### src/rtl/seg_pkg.sv
// seg_pkg: shared segment glyphs and FSM state encoding for the scan driver
package seg_pkg;
  localparam logic [6:0] SEG_BLANK = 7'b1111111;
  localparam logic [6:0] SEG_DASH  = 7'b1111110;
  localparam logic [15:0][6:0] GLYPH = {
    7'b0111000, 7'b0110000, 7'b1000010, 7'b0110001,
    7'b1100000, 7'b0001000, 7'b0000100, 7'b0000000,
    7'b0001111, 7'b0100000, 7'b0100100, 7'b1001100,
    7'b0000110, 7'b0010010, 7'b1001111, 7'b0000001
  };
  typedef enum logic [1:0] {IDLE, SHIFT, COMMIT} state_t;
endpackage

### src/rtl/bin2bcd_seq.sv
// bin2bcd_seq: sequential double-dabble converter, one input bit per cycle
module bin2bcd_seq #(
  parameter int WIDTH = 8,
  localparam int CD = (WIDTH + 2) / 3
) (
  input  logic            clk,
  input  logic            rst_n,
  input  logic            start,
  input  logic [WIDTH-1:0] bin,
  output logic            busy,
  output logic [4*CD-1:0] bcd,
  output logic            valid
);
  import seg_pkg::*;
  localparam int BW = 4 * CD;
  localparam int CW = WIDTH > 1 ? $clog2(WIDTH) : 1;
  logic [WIDTH-1:0] sr_q, sr_d;
  logic [BW-1:0] bcd_q, bcd_d, adj;
  logic [CW-1:0] cnt_q, cnt_d;
  logic busy_q, busy_d;
  // add-3 correction on every nibble, then shift in the next MSB; valid flags the final shift
  always_comb begin
    adj = bcd_q;
    for (int i = 0; i < CD; i++)
      adj[4*i+:4] = bcd_q[4*i+:4] >= 4'd5 ? bcd_q[4*i+:4] + 4'd3 : bcd_q[4*i+:4];
    valid = busy_q && cnt_q == CW'(WIDTH - 1);
    sr_d = sr_q;
    bcd_d = bcd_q;
    cnt_d = cnt_q;
    busy_d = busy_q;
    if (start && !busy_q) begin
      sr_d = bin;
      bcd_d = '0;
      cnt_d = '0;
      busy_d = 1'b1;
    end else if (busy_q) begin
      bcd_d = {adj[BW-2:0], sr_q[WIDTH-1]};
      sr_d = sr_q << 1;
      cnt_d = cnt_q + 1'b1;
      busy_d = !valid;
    end
  end
  // conversion state registers
  always_ff @(posedge clk or negedge rst_n)
    if (!rst_n) begin
      sr_q <= '0;
      bcd_q <= '0;
      cnt_q <= '0;
      busy_q <= 1'b0;
    end else begin
      sr_q <= sr_d;
      bcd_q <= bcd_d;
      cnt_q <= cnt_d;
      busy_q <= busy_d;
    end
  assign busy = busy_q;
  assign bcd = bcd_q;
endmodule

### src/rtl/seg_scan_driver.sv
// seg_scan_driver: handshake-loaded BCD/hex value scanned onto a multiplexed 7-segment display
module seg_scan_driver #(
  parameter int WIDTH = 8,
  parameter int DIGITS = 3,
  parameter int REFRESH_DIV = 50000,
  parameter int BLANK_LZ = 1
) (
  input  logic              clk,
  input  logic              rst_n,
  input  logic [WIDTH-1:0]  bin,
  input  logic              hex_mode,
  input  logic              bin_valid,
  output logic              bin_ready,
  output logic              done,
  output logic              ovf,
  output logic [DIGITS-1:0] an,
  output logic [6:0]        seg
);
  import seg_pkg::*;
  localparam int CD = (WIDTH + 2) / 3;
  localparam int BW = 4 * CD;
  localparam int DW = 4 * DIGITS;
  localparam int EW = BW > DW ? BW : DW;
  localparam int IW = DIGITS > 1 ? $clog2(DIGITS) : 1;
  localparam int RW = $clog2(REFRESH_DIV);
  state_t state_q, state_d;
  logic [WIDTH-1:0] bin_q, bin_d;
  logic hex_q, hex_d;
  logic [DW-1:0] disp_q, disp_d;
  logic ovf_q, ovf_d, done_q, done_d;
  logic [RW-1:0] ref_q, ref_d;
  logic [IW-1:0] idx_q, idx_d;
  logic [DIGITS-1:0] an_q, an_d, nz;
  logic [6:0] seg_q, seg_d;
  logic [BW-1:0] bcd;
  logic [EW-1:0] bin_x, bcd_x;
  logic [DW-1:0] cur;
  logic accept, conv_busy, conv_valid, wrap, blank;
  assign accept = bin_valid && state_q == IDLE && !conv_busy;
  assign bin_x = EW'(bin_q);
  assign bcd_x = EW'(bcd);
  bin2bcd_seq #(.WIDTH(WIDTH)) u_conv (
    .clk(clk),
    .rst_n(rst_n),
    .start(accept && !hex_mode),
    .bin(bin),
    .busy(conv_busy),
    .bcd(bcd),
    .valid(conv_valid)
  );
  // handshake FSM; the display register only changes in COMMIT so the old value stays up meanwhile
  always_comb begin
    state_d = state_q;
    bin_d = bin_q;
    hex_d = hex_q;
    disp_d = disp_q;
    ovf_d = ovf_q;
    done_d = 1'b0;
    case (state_q)
      IDLE: if (accept) begin
        bin_d = bin;
        hex_d = hex_mode;
        state_d = hex_mode ? COMMIT : SHIFT;
      end
      SHIFT: state_d = conv_valid ? COMMIT : SHIFT;
      COMMIT: begin
        disp_d = hex_q ? bin_x[DW-1:0] : bcd_x[DW-1:0];
        ovf_d = hex_q ? |(bin_x >> DW) : |(bcd_x >> DW);
        done_d = 1'b1;
        state_d = IDLE;
      end
      default: state_d = IDLE;
    endcase
  end
  // handshake and display registers
  always_ff @(posedge clk or negedge rst_n)
    if (!rst_n) begin
      state_q <= IDLE;
      bin_q <= '0;
      hex_q <= 1'b0;
      disp_q <= '0;
      ovf_q <= 1'b0;
      done_q <= 1'b0;
    end else begin
      state_q <= state_d;
      bin_q <= bin_d;
      hex_q <= hex_d;
      disp_q <= disp_d;
      ovf_q <= ovf_d;
      done_q <= done_d;
    end
  // refresh counter, digit select and glyph lookup with leading-zero blanking
  always_comb begin
    for (int i = 0; i < DIGITS; i++) nz[i] = |disp_q[4*i+:4];
    wrap = ref_q == RW'(REFRESH_DIV - 1);
    ref_d = wrap ? '0 : ref_q + 1'b1;
    idx_d = !wrap ? idx_q : idx_q == IW'(DIGITS - 1) ? '0 : idx_q + 1'b1;
    cur = disp_q >> (4 * idx_q);
    blank = BLANK_LZ != 0 && idx_q != '0 && (nz >> idx_q) == '0;
    an_d = ~(DIGITS'(1) << idx_q);
    seg_d = ovf_q ? SEG_DASH : blank ? SEG_BLANK : GLYPH[cur[3:0]];
  end
  // scan registers; an/seg are registered outputs
  always_ff @(posedge clk or negedge rst_n)
    if (!rst_n) begin
      ref_q <= '0;
      idx_q <= '0;
      an_q <= '1;
      seg_q <= SEG_BLANK;
    end else begin
      ref_q <= ref_d;
      idx_q <= idx_d;
      an_q <= an_d;
      seg_q <= seg_d;
    end
  assign bin_ready = state_q == IDLE;
  assign done = done_q;
  assign ovf = ovf_q;
  assign an = an_q;
  assign seg = seg_q;
endmodule
### config.mk
export PLATFORM = sky130hd
export DESIGN_NAME = seg_scan_driver
export DESIGN_NICKNAME = d
export VERILOG_FILES = /design/src/rtl/seg_pkg.sv /design/src/rtl/bin2bcd_seq.sv /design/src/rtl/seg_scan_driver.sv
export SDC_FILE = /design/constraint.sdc
export NUM_CORES = 1
export LEC_CHECK = 0
export ABC_AREA = 1
export CAP_MARGIN = 20
export CORE_MARGIN = 4
export CORE_UTILIZATION = 50
export DETAILED_ROUTE_END_ITERATION = 16
export HOLD_SLACK_MARGIN = 0.15
export PLACE_DENSITY_LB_ADDON = 0.08
export SYNTH_ARGS = -nofsm -noshare
export SYNTH_HDL_FRONTEND = slang
export SYNTH_SLANG_ARGS = --single-unit
### constraint.sdc
create_clock -name clk -period 1.4 [get_ports clk]
set_input_delay 0.14 -clock clk [delete_from_list [all_inputs] [get_ports clk]]
set_output_delay 0.14 -clock clk [all_outputs]
set_load 0.005 [all_outputs]
==> key figures <==
Critical path
  – Startpoint types: register
  – CP Class: register to register
  – Worst r2r dst: seg[5]
  – Worst r2r src: idx_q[1]
  – Worst EP required: 1.68 ns
  – Critical Path Source: idx_q[1]
  – CP Max Fanout: 8
  – Reg2Reg Depth: 9
  – Crit. End Element: register
  – Flop2flop setup slack: -0.09 ns
  – Arrival time worst endpoint: 1.77 ns

Power and ir drop
  – VDD IR max: 1.13 mV
  – Leak: 2.53 nW
  – Pwr Density: 1920 nW/µm²

Global routing
  – Via count of the first global-routing pass: 3264
  – Largest net degree at the start of global routing: 37
  – Grt ovf: 0
  – First-pass GRT wire length: 14900 µm
  – Initial antenna violation count: 0
  – Global-route usage over all layers: 0.189

Finish
  – Final Instance Count excl. Fillers: 666
  – Synthesis-to-finish area growth: 28.2%
  – Nets@finish: 586
  – Diodes inserted: 0
  – Share of post-route cells with drive strength above 1: 0.268
  – Final Instance Area: 5110 µm²
  – Commonest non-fill, non-tap cell in the layout: nand2_1
  – Commonest cells after routing, fill and taps aside: 124 x nand2_1, 63 x dfrtp_1, 51 x inv_1, 40 x nor2_1, 37 x buf_4

Synth
  – Mapped cell area: 3980 µm²
  – Cell variety after synth: 32
  – Ys Warns: 0
  – Post-Synthesis Cells: 490
  – Sequential-to-total area share from yosys stat: 0.481
  – FF+latch count, synth: 76
  – Synth Net Count: 517
  – Synth Area per Inst: 8.13 µm²

Die
  – Rows: 32
  – Die Y: 97.2 µm
  – Die footprint: 9460 µm²
  – Core Region: 7730 µm²
  – Initial Util: 0.515
  – Io pins: 25
  – Die Wd: 97.2 µm

CTS
  – Clock slew at reported path FFs: 0.08 ns
  – CTS tree: done
  – Sink Count: 76
  – Skew-Pair Late Insertion Delay: 0.35 ns
  – H-Tree Depth: 3
  – Clock Tree Root: clkbuf_8
  – Cts bufs inserted: 9
  – Clk buf depth: 2

Place
  – Routability cong.: 0.904
  – Inst Count DP: 634
  – Detail Placement HPWL: 6030 µm
  – Setup WS pre-CTS: -0.136 ns
  – Area post-placement: 4520 µm²
  – Buffers on Ports: 23

Timing
  – Fin Setup TNS: -0.369 ns
  – Unrepaired setup endpoints after global routing: true
  – Period Utilization, post-route: 1.06
  – Clock skew: 0.0105 ns
  – Max Freq: 672 MHz
  – Final hold slack: 0.221 ns
  – Final worst slack: -0.0880 ns
  – # setup viols final: 7
  – Slew Limit Fails: 0
  – Hold violation total from the final report: 0
  – Crit path time final: 1.49 ns

Route
  – Wirelength, routed: 8520 µm
  – ANT nets after route: 0
  – Routed length per instance: 12.8 µm
  – Routed via count: 3350
  – Vias per cell: 5.03
  – DRC viols: 0
  – Drt pass-1 iters: 5
  – 1st-iter DRT viols: 159

Run
  – Max_cap viols: 0

Run status
  – Failing checks: negative setup slack
  – Status: complete, but fails checks

Hold path
  – HP Class: primary input to asynchronous set/reset pin
-- what timing repair did --
action / in CTS / in global routing
cloned: 2 / 0
hold buffers: 1 / 0
setup buffers: 9 / 5
endpoints found under the setup margin: 20 / 29
gates resized for setup: 43 / 42
endpoints found under the hold margin: 76 / 0
pin swaps: 12 / 11
-- metal layers --
metal  track usage  wire (µm)
met1         0.239       3910
met2         0.324       4120
met3        0.0402        322
met4        0.0618        165
met5             0          0
-- report_power, final --
group	switching (W)	internal [W]
clock	0.000783	0.00118
sequential	0.000479	0.00300
combinational	0.00250	0.00188
-- flip-flops by register name, summed over array words and instances (netlist names), 3 cells and up --
signal	cells
seg	7
bin_q	8
an	3
u_conv.bcd	12
ref_q	16
u_conv.sr_q	8
disp_q	12
u_conv.cnt_q	3
-- final cells by class --
type	instances	area (µm²)
multi-input combinational	341	1980
clock inverter	5	100
tap	102	128
inverter	63	244
clock buffer	11	131
sequential	76	1920
timing repair buffer	68	602
fill	635	2620
-- Yosys cell counts (all sizes together) --
cell type  count  area (µm²)
clkbuf         2        7.51
nand3         44         248
clkinv         1        3.75
conb           1        3.75
nand4          9        56.3
inv           62         233
a22oi          1        7.51
nor2          59         270
xor2           8        70.1
a31oi          3        18.8
a21oi          6        30.0
o22ai          3        25.0
ha            15         188
nand2        140         541
buf           10        82.6
dfstp         10         263
nor3           7        35.0
o21ai         43         249
dfrtp         66        1650
-- worst max-delay path: stages, from the launching register on --
cell	delay, ns
dfrtp_2	0.50
nor2_4	0.14
nand2_2	0.08
nand3_4	0.13
inv_4	0.07
ha_4	0.24
nand2_2	0.07
nor2_1	0.04
nor2_1	0.10
nand2_1	0.06
-- kinds of logic (layout without fill, tap and decap cells) --
| family | after synthesis | after routing | synth area share |
|---|---|---|---|
| other | 1 | 1 | 0.000942 |
| XOR/XNOR | 8 | 8 | 0.0176 |
| AO/OA/AOI/OAI | 56 | 56 | 0.0829 |
| adder cells (fa/ha/maj) | 15 | 15 | 0.0471 |
| flip-flops | 76 | 76 | 0.481 |
| AND/OR/NAND/NOR | 259 | 261 | 0.289 |
| buffers and inverters | 75 | 147 | 0.0820 |
-- how the worst max path moves through the flow --
stage | end | slack [ns] | depth (start not counted)
6_report | seg[5] | -0.09 | 9
5_1_grt | seg[6] | -0.17 | 9
4_1_cts | seg[5] | -0.05 | 9
3_5_place_dp | seg[5] | -0.14 | 9
3_3_place_gp | seg[5] | -0.11 | 9
2_1_floorplan | seg[5] | -0.04 | 10
-- metrics by stage --
stage	total power (W)	utilization
floorplan	0.00611	-
global placement	0.00722	0.584
detailed placement	0.00733	0.584
finish	0.00983	0.661
global route	0.0106	0.661
CTS	0.00957	0.641
Note: power is estimated with default switching activity, not from simulation.
